===== config.mk =====
export PLATFORM = sky130hd
export DESIGN_NAME = seq_div
export DESIGN_NICKNAME = d
export VERILOG_FILES = /design/src/rtl/seq_div_pkg.sv /design/src/rtl/seq_div_sub_bw.sv /design/src/rtl/seq_div.sv
export SDC_FILE = /design/constraint.sdc
export NUM_CORES = 1
export LEC_CHECK = 0
export ABC_AREA = 1
export BUFFER_PORTS_ARGS = -buffer_cell sky130_fd_sc_hd__buf_2
export CAP_MARGIN = 20
export CORE_MARGIN = 4
export CORE_UTILIZATION = 45
export DETAILED_ROUTE_END_ITERATION = 12
export GPL_TIMING_DRIVEN = 0
export MAX_ROUTING_LAYER = met4
export PLACE_DENSITY = 0.68
export SETUP_SLACK_MARGIN = 0.02
export SLEW_MARGIN = 20
export SYNTH_ARGS = -nofsm -noshare
export SYNTH_HDL_FRONTEND = slang
export SYNTH_SLANG_ARGS = --single-unit

===== constraint.sdc =====
create_clock -name clk -period 3.05 [get_ports clk]
set_clock_uncertainty 0.15 [all_clocks]
set_input_delay 0.1525 -clock clk [delete_from_list [all_inputs] [get_ports clk]]
set_output_delay 0.1525 -clock clk [all_outputs]
set_load 0.05 [all_outputs]

===== src/rtl/seq_div_pkg.sv =====
// seq_div_pkg: shared types and constants for the sequential divider.
//   state_e        - controller states (IDLE, CALC, DONE)
//   DEFAULT_WIDTH  - default operand/result width
package seq_div_pkg;

  localparam int DEFAULT_WIDTH = 4;

  typedef enum logic [1:0] {
    IDLE = 2'd0,
    CALC = 2'd1,
    DONE = 2'd2
  } state_e;

endpackage


===== src/rtl/seq_div_sub_bw.sv =====
// sub_bw: N-bit unsigned subtractor with borrow out.
// The divider instantiates exactly one of these.
//   a      in   minuend
//   b      in   subtrahend
//   diff   out  a - b (modulo 2^N)
//   borrow out  1 when b > a
module sub_bw #(
  parameter int N = 5
) (
  input  logic [N-1:0] a,
  input  logic [N-1:0] b,
  output logic [N-1:0] diff,
  output logic         borrow
);

  assign {borrow, diff} = {1'b0, a} - {1'b0, b};

endmodule


===== src/rtl/seq_div.sv =====
// seq_div: sequential unsigned restoring divider, start/done handshake.
// One quotient bit is resolved per clock using a single shared subtractor;
// restore vs. keep is only a multiplexer select on its result.
//   clk          in   rising-edge clock
//   rst_n        in   asynchronous active-low reset
//   start        in   request, only honoured in IDLE
//   dividend     in   WIDTH-bit dividend, sampled with accepted start
//   divisor      in   WIDTH-bit divisor, sampled with accepted start
//   busy         out  high while iterating
//   done         out  one-cycle pulse, results valid
//   quotient     out  result, held until the next completion
//   remainder    out  result, held until the next completion
//   div_by_zero  out  last operation had a zero divisor
//
// state | meaning
// IDLE  | waiting for start
// CALC  | one restoring iteration per clock, WIDTH clocks
// DONE  | results just registered, done pulse
module seq_div
  import seq_div_pkg::*;
#(
  parameter int WIDTH = DEFAULT_WIDTH
) (
  input  logic             clk,
  input  logic             rst_n,
  input  logic             start,
  input  logic [WIDTH-1:0] dividend,
  input  logic [WIDTH-1:0] divisor,
  output logic             busy,
  output logic             done,
  output logic [WIDTH-1:0] quotient,
  output logic [WIDTH-1:0] remainder,
  output logic             div_by_zero
);

  localparam int CW = (WIDTH > 2) ? $clog2(WIDTH) : 1;
  localparam logic [CW-1:0] CNT_INIT = CW'(WIDTH - 1);
  localparam logic [CW-1:0] CNT_ONE  = CW'(1);

  state_e           state_q;
  logic [WIDTH:0]   p_q, p_d;
  logic [WIDTH-1:0] q_q, q_d;
  logic [WIDTH-1:0] d_q;
  logic [CW-1:0]    cnt_q;
  logic             busy_q, done_q, dbz_q;
  logic [WIDTH-1:0] quot_q, rem_q;

  logic [WIDTH:0]   s_w, t_w;
  logic             borrow_w;

  // Partial remainder shifted left with the next dividend bit brought in.
  assign s_w = {p_q[WIDTH-1:0], q_q[WIDTH-1]};

  sub_bw #(.N(WIDTH + 1)) u_sub (
    .a      (s_w),
    .b      ({1'b0, d_q}),
    .diff   (t_w),
    .borrow (borrow_w)
  );

  // Restoring step: on borrow keep the shifted value, else take the difference.
  always_comb begin
    p_d = borrow_w ? s_w : t_w;
    q_d = {q_q[WIDTH-2:0], ~borrow_w};
  end

  // The partial remainder never exceeds the divisor, so its MSB is always
  // zero after a non-borrow step and is not needed downstream.
  logic unused_p_msb;
  assign unused_p_msb = p_q[WIDTH];

  always_ff @(posedge clk or negedge rst_n) begin
    if (!rst_n) begin
      state_q <= IDLE;
      p_q     <= '0;
      q_q     <= '0;
      d_q     <= '0;
      cnt_q   <= '0;
      busy_q  <= 1'b0;
      done_q  <= 1'b0;
      dbz_q   <= 1'b0;
      quot_q  <= '0;
      rem_q   <= '0;
    end else begin
      case (state_q)
        IDLE: begin
          done_q <= 1'b0;
          if (start) begin
            if (divisor == '0) begin
              quot_q  <= '1;
              rem_q   <= dividend;
              dbz_q   <= 1'b1;
              done_q  <= 1'b1;
              state_q <= DONE;
            end else begin
              q_q     <= dividend;
              p_q     <= '0;
              d_q     <= divisor;
              cnt_q   <= CNT_INIT;
              busy_q  <= 1'b1;
              state_q <= CALC;
            end
          end
        end
        CALC: begin
          p_q   <= p_d;
          q_q   <= q_d;
          cnt_q <= cnt_q - CNT_ONE;
          if (cnt_q == '0) begin
            quot_q  <= q_d;
            rem_q   <= p_d[WIDTH-1:0];
            dbz_q   <= 1'b0;
            busy_q  <= 1'b0;
            done_q  <= 1'b1;
            state_q <= DONE;
          end
        end
        DONE: begin
          done_q  <= 1'b0;
          state_q <= IDLE;
        end
        default: begin
          busy_q  <= 1'b0;
          done_q  <= 1'b0;
          state_q <= IDLE;
        end
      endcase
    end
  end

  assign busy        = busy_q;
  assign done        = done_q;
  assign quotient    = quot_q;
  assign remainder   = rem_q;
  assign div_by_zero = dbz_q;

endmodule

==> impl_summary.md, run 1 <==
STA
The final critical-path required period is roughly 1800 ps. The number of max-slew violations in the final report is 0. Setup repair after global routing left no endpoint under its margin. The headroom to the max-slew limit is 0.604. The tightest hold path in the finished design has a slack of 18.6 ps.

The final-report hold violation count was 0. Adding up every negative setup slack in the final design gives 0 ps. Derived from the worst setup path, the maximum achievable clock frequency is approximately 0.56 GHz. The final count of negative-setup-slack endpoints is 0. The transition time at the pin with the least slew margin is 595 ps. The share of the clock period used by the worst path is 0.586.

Synthesis
The post-synthesis compound-gate area fraction is 0.0854. The flop and latch count out of synthesis is 27. The net count after synthesis is 187. The mean area per synthesized cell is 8.27 sq um. Of the total synthesized cell area, the portion taken by AND, OR, NAND and NOR gates is 0.272.

The multiplexer fraction of the synthesized cell area is 0. The cell count after synthesis came out at 170. After synthesis, the netlist uses 24 different library cells. The XOR/XNOR share of the synthesized area is 0.00623. In this run the cell area of the synthesized design comes to 1410 sq um. By area, the combinational part of the netlist is dominated by simple AND/OR/NAND/NOR gates. For this run, the number of Yosys warnings is 0. The sequential fraction of the synthesis area is 0.480.

The adder-cell area share of the yosys netlist is 0.0587.

Floorplan
The number of placement rows is 20. The die outline area is 4080 sq um. 22 I/O pins were placed. The area inside the core boundary is roughly 3000 sq um. In this run the vertical extent of the chip is about 64 um. The die width is 63.9 um. The initial utilization of the core area, before any placement, comes to 0.464.

Drt
The DRC violation total after the first TritonRoute iteration is 49. In the routed design, unresolved DRC markers number 0. The routed layout has between 1,000 and 1,500 vias. In this run the remaining antenna-violating nets after routing total 0.

The total wirelength of the detailed-routed design is 2940 um. The first detailed-routing pass took 4 iterations. The routed via count divided by cell count is 4.83. In the final routed layout, each cell accounts on average for 11.9 um.

Worst setup path
Traced cell by cell, the critical path runs through ha_1 -> inv_1 -> nor2_2 -> nand3_2 -> nand3_2 -> nand3_1 -> nand3_1 -> nand2_1 -> inv_1. The worst register-to-register path ends at remainder[1]. At the worst endpoint, the arrival time is around 1900 ps. The required time reported for the critical path endpoint is roughly 3200 ps. The source of the worst register-to-register timing path is p_q[2].

The largest single stage delay on the critical path is 430 ps. The combined buffer and inverter count along the critical path is 2. In this run the number of cells on the critical path is 9. The source of the critical timing path is p_q[2]. The number of cells on the worst reg-to-reg path is 9. The critical path is of the register to register type.

Along the worst path, the maximum fanout reaches 5. The worst setup path is captured at a register. Grouping stages by cell kind, the critical path spends the most delay in simple AND/OR/NAND/NOR gates. STA classifies the critical path startpoint as a register. The most critical setup path has its endpoint at remainder[1].

The worst-path cell with the longest stage delay is dfrtp_1. The register-to-register path setup slack is 1260 ps.

Placed design
Buffers placed on the I/O ports in this run total 21. The wire-length estimate of the detail-placed layout is 2220 um. The post-placement cell area is roughly 1600 sq um. Routability-driven placement finished with a final weighted congestion of 0.844.

Finish
The number of antenna cells inserted is 0. The sequential cell area in the final layout is 676 sq um. Compared with the post-synthesis result, the final layout area differs by 18.9%. The net count reported at finish is 221. The utilization after layout is 0.552. The multi-input logic area is 594 sq um.

The share of cells above drive strength 1 is 0.192. Fill cells in the final layout number about 300. The area of all placed cells without fillers is 1670 sq um.

GRT
The first global-routing pass estimated 5170 um of wire. Across every metal layer, demand over resource in global routing totals 0.166. Summed over all layers, the global routing overflow is 0. The number of antenna violations at the first check in global routing came to 0. The via count of the first global-routing pass is 1,222. The maximum number of pins on one net before global-route repair is 28.

CTS
In this run, CTS created clock tree buffers numbering 3. After clock tree synthesis, the clock-pin slew on the worst setup and hold paths is 140 ps. The tree is rooted in a clkbuf_4.

The count of H-tree levels built during CTS is 1. Counting every sink on the clock net gives 27. The CTS tree is done. The maximum root-to-sink buffer count is 2. Clock latency on the worst-skew pair, taken at its later pin, is approximately 320 ps.

Power
The worst supply voltage drop on vdd is 0.497 mV. The power consumption is 1890 uW. In this run the power density over the cells is 1130 nW/um^2. The leakage component of the power is 0.000909 uW.

Worst hold path
The path class of the tightest hold or removal check is input port to register.

Job
Across the run, the number of max-cap violations was 0.

Run status
The flow ran to the end, and the final reports show no timing, DRC or antenna violations.
-- logic make-up after synthesis --
logic type,Yosys count
xor+xnor,1
simple gates,81
buf+inv,33
flops,27
fa+ha+maj,6
compound gates,22
-- tightest hold or removal path: stages --
cell	delay [ps]
buf_2	80
nand2_1	60
o21ai_0	70
nand2_1	50
o21ai_1	60
-- power by group --
| part | total [uW] | internal (uW) | switching [uW] |
|---|---|---|---|
| Sequential | 611 | 522 | 89.2 |
| Combinational | 1130 | 348 | 780 |
| Clock | 155 | 51.3 | 104 |
| Total | 1890 | 921 | 972 |
-- cell usage after synthesis --
master / number / area share
xor2_1: 1 / 0.0062
a21oi_1: 4 / 0.014
dfrtp_1: 27 / 0.48
nand4_1: 6 / 0.027
o21ai_0: 11 / 0.039
nand2_2: 3 / 0.013
fa_1: 1 / 0.014
o21ai_1: 2 / 0.0071
buf_2: 1 / 0.0036
nand3_2: 2 / 0.014
or2_0: 4 / 0.018
nor2_2: 3 / 0.013
buf_4: 1 / 0.0053
nand3_1: 15 / 0.053
nor2_4: 1 / 0.0080
ha_1: 5 / 0.044
nor2_1: 13 / 0.035
nand2_1: 34 / 0.091
a31oi_1: 3 / 0.013
buf_6: 1 / 0.0080
a21oi_2: 1 / 0.0062
a22oi_1: 1 / 0.0053
inv_2: 2 / 0.0053
inv_1: 28 / 0.075
-- per-layer routing --
metal	track usage	vias up	share of wire
met1	0.189	559	0.44
met2	0.285	20	0.51
li1	-	607	-
met4	0.0836	0	0.030
met5	-	-	0
met3	0.0193	8	0.024
-- flip-flops by register name, indices dropped and copies added, names as in the netlist --
signal	cells
busy	1
cnt_q	2
d_q	4
div_by_zero	1
done	1
p_q	4
q_q	4
quotient	4
remainder	4
state_q	2
-- how the worst min path moves through the flow --
stage | from | end | cells after the start
finish | dividend[3] | q_q[3] | 5
global route | dividend[3] | q_q[3] | 5
CTS | dividend[3] | q_q[3] | 5
detailed placement | rst_n | done | 1
global placement | rst_n | done | 1
floorplan | rst_n | busy | 0
-- per-stage QoR --
stage                     cells  setup WS [ps]
after detailed placement    235           1300
after CTS                   247           1270
after global placement      235           1310
after floorplan             170           1420
final                       247           1260
after global routing        247           1120
-- area by class of cell --
class,count,share of cell area
Buffer,3,0.0142
Clock buffer,4,0.0157
Inverter,30,0.0673
Multi-Input combinational cell,110,0.355
Sequential cell,27,0.404
Tap cell,44,0.0329
Timing Repair Buffer,29,0.111
-- cells in the final DEF (no fill, tap or decap), types with 5 or more instances in the layout --
cell	count
buf_2	22
dfrtp_1	27
nand4_1	6
inv_1	28
dlygate4sd3_1	8
ha_1	5
nand3_1	15
nor2_1	13
nand2_1	34
o21ai_0	11
-- what timing repair did --
item	CTS	global route
hold buffers	8	0
resized for setup	0	0
endpoints found under the hold margin	34	0
setup buffers	0	0
(Power assumes the default switching activity.)
==> run 2, diff against run 1 <==
==> constraint.sdc (replaced) <==
create_clock -name clk -period 1.8 [get_ports clk]
set_clock_uncertainty 0.15 [all_clocks]
set_input_delay 0.09 -clock clk [delete_from_list [all_inputs] [get_ports clk]]
set_output_delay 0.09 -clock clk [all_outputs]
set_load 0.05 [all_outputs]
==> run 2 against run 1 <==
Against the previous run:
- non-clock buffer count rose by 4
- core utilization up 5.0 points
- first-iteration DRC count decreased by 37%
- critical endpoint is now remainder[2]
- sequential share of layout area shrank 3.4 points
- routed wire length rose by 8.4%
- count of clock-buffer cells in the layout is the same
- power up 88%
- flip-flop and latch count unchanged
- critical path depth is the same
- clock power grew 68%
- die area is the same
- largest cell class is now multi-input combinational cells
- setup slack worse by 1200 ps
==> impl_summary.md, run 2 (synthesized netlist as in run 1, its figures left out) <==
CTS
In this run the number of H-tree levels came out at 1. The later pin in the worst-skew pair is clocked with a latency of about 320 ps. The maximum root-to-sink buffer count is 2. The tree is rooted in a clkbuf_4.

The number of clock buffers inserted by TritonCTS is 3. The CTS tree is done. The total clock sinks is 27.

The clock transition at the register clock pins on the worst setup and hold paths after CTS is 140 ps.

Finish
After the last flow step, the layout net total stands at 225. The repair_antennas step left the layout with diodes totalling 0. Compared with the post-synthesis result, the final layout area differs by 29.8%.

Summing all multi-input logic gate instances after layout gives 709 sq um. The share of cells above drive strength 1 is 0.275. The sequential cell area in the final layout is 676 sq um. The utilization after layout is 0.603. The library cells used most frequently in the layout, excluding fill and tap cells, are 33 x nand2_1, 27 x dfrtp_1, 24 x inv_1. The number of filler cells placed in the layout is 272. Summing all non-filler instances in the final layout gives an area of 1830 sq um. The commonest non-fill, non-tap cell in the layout is nand2_1.

Worst setup path
The combined buffer and inverter count along the critical path is 3. The data arrival at the endpoint of the critical path is 1860 ps. The worst stage delay on the critical path is 410 ps.

The setup path with the least slack is of type register to register. The endpoint kind of the worst setup timing path is a register. Walking the worst path, the cells encountered are inv_2 -> ha_4 -> inv_4 -> fa_2 -> xor2_2 -> nand3_4 -> nand3_2 -> nand2_1 -> inv_1. The worst-path cell with the longest stage delay is dfrtp_1. The largest delay contributor family on the critical path is adder cells. For the worst setup path, the data required time is around 1900 ps.

The maximum fanout count along the critical path is 3. The worst setup path is launched from a register.

Floorplan
For this configuration, the core starts out at a cell density of 0.464. In this run the core area contains 20 standard-cell rows. The die outline area is 4080 sq um.

The count of boundary I/O pins is 22. The total area inside the core boundary comes to 3030 sq um. The chip height is 63.9 um. The die width is 63.9 um.

GRT
The via count of the first global-routing pass is 1,231. Entering global routing, the biggest net connects 28 pins. Global routing finished with a remaining overflow of 0. The first global-routing pass estimated 5220 um of wire.

In the global route stage, overall resource usage came out at 0.167. The number of antenna violations at the first check in global routing is 0.

STA
For this run, the top clock speed supported by timing is roughly 0.58 GHz. Of the available clock period, the critical path in the final layout requires 0.962. Setup repair after global routing could not meet its margin everywhere. On the final layout, the worst hold slack is between 100 and 150 ps. The worst pin sits at a relative slew slack of 0.605. The final critical-path required period is around 1700 ps. The number of max-slew violations in the final report is 0. The final-report hold violation count is 0. At the pin with the least slew margin, the transition time is roughly 590 ps. The final count of negative-setup-slack endpoints is 0.

Power
The power consumption is 3570 uW. IR analysis of the VDD net gives a maximum drop of 0.880 mV. The leakage component of the power is 0.000934 uW. Power spread over the standard cell area amounts to ~2000 nW/um^2.

Drt
The detail-routed net length per standard cell is 12.7 um. The DRC violation total after the first TritonRoute iteration is 31. The count of nets left with antenna violations once routing finished came out at 0. The DRC violation count after routing is 0.

Summed over all layers, the routed wires come to 3180 um. The number of vias after detailed routing is 1,218. The number of iterations in the first detailed-routing pass is 4.

Using the TritonRoute via totals, the vias-per-cell ratio works out to between 4 and 5.

Placed design
The number of buffers added on ports is 21. The congestion estimate from routability-driven global placement came to 0.844. After legalization and detailed placement, the total HPWL measured 2220 um.

Once placement finished, the instance area stood at around 1600 sq um.

Job
Max-cap violations in this run came to 0.

Worst hold path
The tightest min-delay check is of the input port to async pin type.

Run status
The run finished with clean final reports.
[run 2: changes by cell type in the layout (fill, tap and decap cells not counted), moves of 2 or more]
cell	delta
inv_2	+3
nand3_4	+3
ha_1	-3
inv_1	-4
dlygate4sd3_1	+2
nand3_2	+3
buf_4	+2
nand3_1	-6
ha_4	+3
[run 2: layout make-up]
type                       instances  share of cell area
inverter                          30              0.0631
multi-input combinational        110               0.389
timing repair buffer              33               0.121
buffer                             3              0.0130
tap                               44              0.0302
clock buffer                       4              0.0144
sequential                        27               0.370
[run 2: path summary, 6_finish.rpt]
path / startpoint / to / cells past startpoint / slack (ps)
setup reg to reg: q_q[3] / remainder[2] / 9 / 70
setup / recovery: q_q[3] / remainder[2] / 9 / 70
min in group clk: done / done / 2 / 350
hold / removal: rst_n / done / 2 / 140
hold reg to reg: done / done / 2 / 350
max in group asynchronous: rst_n / cnt_q[1] / 2 / 980
[run 2: timing repair]
action,4_1_cts,5_1_grt
pin swaps,0,8
setup endpoints to repair,2,5
cloned,0,0
resized for setup,2,22
endpoints found under the hold margin,36,0
hold buffers,10,0
buffers inserted,0,2
[run 2: layer usage]
layer	global-route usage	vias up	wire length [um]	part of all wire
met2	0.289	16	1680	0.53
met4	0.0836	0	83	0.026
met3	0.0193	8	45	0.014
met5	-	-	0	0
met1	0.191	580	1380	0.43
li1	-	614	-	-
[run 2: worst register-to-register path: stages (launching register included)]
cell,delay [ps]
dfrtp_1,410
inv_2,80
ha_4,140
inv_4,50
fa_2,370
xor2_2,220
nand3_4,90
nand3_2,80
nand2_1,50
inv_1,50
[run 2: report_power, final]
| part | internal [uW] | total, uW | switching [uW] |
|---|---|---|---|
| Sequential | 884 | 1060 | 173 |
| Combinational | 749 | 2250 | 1500 |
| Clock | 86.9 | 261 | 174 |
| Total | 1720 | 3570 | 1850 |
[run 2: per-stage QoR]
step | setup WS (ps) | cells | TNS (ps)
after floorplan | 168 | 170 | 0
after global placement | 62.0 | 235 | 0
after detailed placement | 46.0 | 235 | 0
after CTS | 36.1 | 249 | 0
after global routing | -21.0 | 251 | -56.0
final | 68.6 | 251 | 0
==> run 3, diff against run 2 <==
--- a/config.mk
+++ b/config.mk
@@ -13,9 +13,10 @@
 export DETAILED_ROUTE_END_ITERATION = 12
 export GPL_TIMING_DRIVEN = 0
 export MAX_ROUTING_LAYER = met4
-export PLACE_DENSITY = 0.68
+export PLACE_DENSITY = 0.67
 export SETUP_SLACK_MARGIN = 0.02
 export SLEW_MARGIN = 20
 export SYNTH_ARGS = -nofsm -noshare
 export SYNTH_HDL_FRONTEND = slang
+export SYNTH_HIERARCHICAL = 1
 export SYNTH_SLANG_ARGS = --single-unit
==> run 3 against run 2 <==
Against the previous run:
- the run now ends with negative setup slack left
- power grew 10%
- count of clock-buffer cells in the layout down 1
- cell count is 16% higher
- sequential share of layout area is 3.4 points lower
- setup slack lost 110 ps
- routed wire length up 5.3%
- fmax down 5.8%
- critical endpoint is now q_q[0]
- highest routed layer unchanged
==> impl_summary.md, run 3 <==
Run status
The run finished, with violations left. The final reports fail on negative setup slack.

CTS
The clock latency at the later pin of the worst-skew pair is between 300 and 400 ps. The maximum root-to-sink buffer count is 2. The clock transition at the register clock pins on the worst setup and hold paths after CTS is about 140 ps. The clock drives 27 sinks. In this run, CTS created clock tree buffers numbering 3. CTS built an H-tree with a depth of 1. In this run the clock root is driven by a clkbuf_4. The CTS tree is done.

Synthesis
The mean area per synthesized cell is around 7.4 sq um. The number of cells produced by synthesis is 201. After synthesis the cells add up to between 1000 and 1500 sq um. The net count after synthesis is 219. Yosys printed 6 warnings.

Placed design
Once detailed placement completed, the half-perimeter wirelength came to about 2200 um. The post-placement worst setup slack is -159 ps. The number of buffers added on ports is 21. The number of placed instances, taps included, is 266. The congestion estimate from routability-driven global placement came to 0.787.

GRT
Global routing finished with a remaining overflow of 0. The maximum number of pins on one net before global-route repair is 28. The via count of the first global-routing pass is approximately 1,400.

The overall track demand over capacity in global routing is 0.171. The first-pass GRT wire length is 5690 um. The number of antenna violations at the first check in global routing is 0.

Power
The worst supply voltage drop on vdd is approximately 1.1 mV. Overall power consumption after layout is estimated at a little under 4000 uW. The cell area power density is about 2000 nW/um^2. For this design the static power due to leakage is around 0.0011 uW.

Worst setup path
For the worst setup path, the data arrival time is just under 2000 ps. The endpoint kind of the worst setup timing path is a register. STA puts the critical path data required time at 1930 ps. Of all nets on the critical path, the largest fanout is 4. The worst stage delay on the critical path is 450 ps. The launching element type of the critical path is a register. The signal on the critical path passes through ha_4 -> nand2_2 -> nor3_4 -> nor2_4 -> buf_6 -> buf_4 -> o21ai_0 -> nand3_1 -> nand2_1. The worst-path cell with the longest stage delay is dfrtp_1. The path type of the worst setup path is register to register.

STA
The headroom to the max-slew limit is 0.609. The final count of negative-setup-slack endpoints is 1. The final critical-path required period is 1840 ps. The share of the clock period used by the worst path is 1.02. The worst-case setup margin in the final layout is -38.7 ps. The final-report hold violation count was 0. For the pin with the worst max-slew slack, the measured transition is 586 ps.

For this run, the top clock speed supported by timing is between 0.5 and 0.6 GHz. The number of max-slew violations in the final report is 0. Setup repair after global routing could not meet its margin everywhere.

Across all hold checks on the routed design, the worst slack comes to 39.2 ps.

Finish
In the layout the commonest cells are 80 x nand2_1, 27 x dfrtp_1, 23 x inv_1. The net count of the finished layout is 267. The library cell used most frequently in the layout, excluding fill and tap cells, is nand2_1. Of the cells placed in the final design, the portion with a size suffix greater than 1 is 0.306. The synthesis-to-finish area growth is 34.5%. For this run, the number of standard cells in the final layout without fillers is between 200 and 300. 0 antenna diodes ended up in the layout.

Job
The tool flagged a number of max-cap violations equal to 0.

Drt
For this run, design rule violations remaining after detail routing come to 0. In this run, the number of DRC markers left after iteration 0 of detailed routing was 27. In the final routed layout, each cell accounts on average for between 10 and 15 um. The total wirelength of the detailed-routed design is between 3000 and 4000 um. In the routed layout, each cell is associated on average with a via count of between 4 and 5. Once detail routing completed, the nets flagged for antenna violations numbered 0. The number of vias after detailed routing is 1,385. For this run, the detailed router's first-pass iteration total came to 4.

Worst hold path
The tightest min-delay check is of the input port to register type.

Floorplan
22 I/O pins were placed. In this run the vertical extent of the chip is approximately 66 um. The total area inside the core boundary comes to 3100 sq um. The die outline area is 4310 sq um. The die width is between 60 and 70 um. The initial cell density of the core is 0.481. The floorplan has 20 rows.
[run 3: per-layer routing]
| layer | vias up | global-route usage | share of wire |
|---|---|---|---|
| met2 | 30 | 0.287 | 0.51 |
| met4 | 0 | 0.0466 | 0.0060 |
| met1 | 649 | 0.216 | 0.44 |
| met3 | 3 | 0.0256 | 0.044 |
| li1 | 703 | - | - |
| met5 | - | - | 0 |
[run 3: timing repair]
item | CTS | global route
hold buffers | 9 | 0
endpoints found under the hold margin | 39 | 0
setup endpoints to repair | 9 | 9
gates resized for setup | 12 | 20
pin swaps | 8 | 12
setup buffers | 10 | 3
[run 3: critical path, delay by kind of cell (launching register included)]
| kind | cells | cell delay, ps |
|---|---|---|
| compound gates | 1 | 180 |
| buf+inv | 2 | 240 |
| fa+ha+maj | 1 | 310 |
| flops | 1 | 450 |
| simple gates | 5 | 470 |
[run 3: power by group]
part           leakage, uW  switching (uW)  internal, uW  total [uW]
Clock            0.0000177             179          83.5         263
Combinational     0.000783            1620          1010        2630
Sequential        0.000336             167           877        1040
[run 3: worst paths after layout]
kind                             start     endpoint  slack [ps]  cells past startpoint
setup / recovery                p_q[1]       q_q[0]         -40                      9
hold / removal                   start   state_q[0]          40                      3
setup reg to reg                p_q[1]       q_q[0]         -40                      9
hold reg to reg            quotient[1]  quotient[1]         330                      2
max in group asynchronous        rst_n     cnt_q[0]         990                      2
min in group asynchronous        rst_n       p_q[3]         130                      2
[run 3: area by class of cell]
| cell class | instances | area [sq um] |
|---|---|---|
| plain buffers | 3 | 33.8 |
| clock buffers | 3 | 22.5 |
| clock inverters | 1 | 5.00 |
| fillers | 298 | 1090 |
| inverters | 28 | 105 |
| multi-input cells | 143 | 808 |
| flip-flops and latches | 27 | 676 |
| well taps | 44 | 55.1 |
| repair buffers | 43 | 304 |
[run 3: stage by stage]
| step | instance area (sq um) | utilization | TNS [ps] |
|---|---|---|---|
| after global routing | 2010 | 0.648 | -449 |
| final | 2010 | 0.648 | -38.7 |
| after floorplan | 1500 | - | 0 |
| after global placement | 1660 | 0.535 | -661 |
| after detailed placement | 1660 | 0.535 | -678 |
| after CTS | 1910 | 0.616 | 0 |
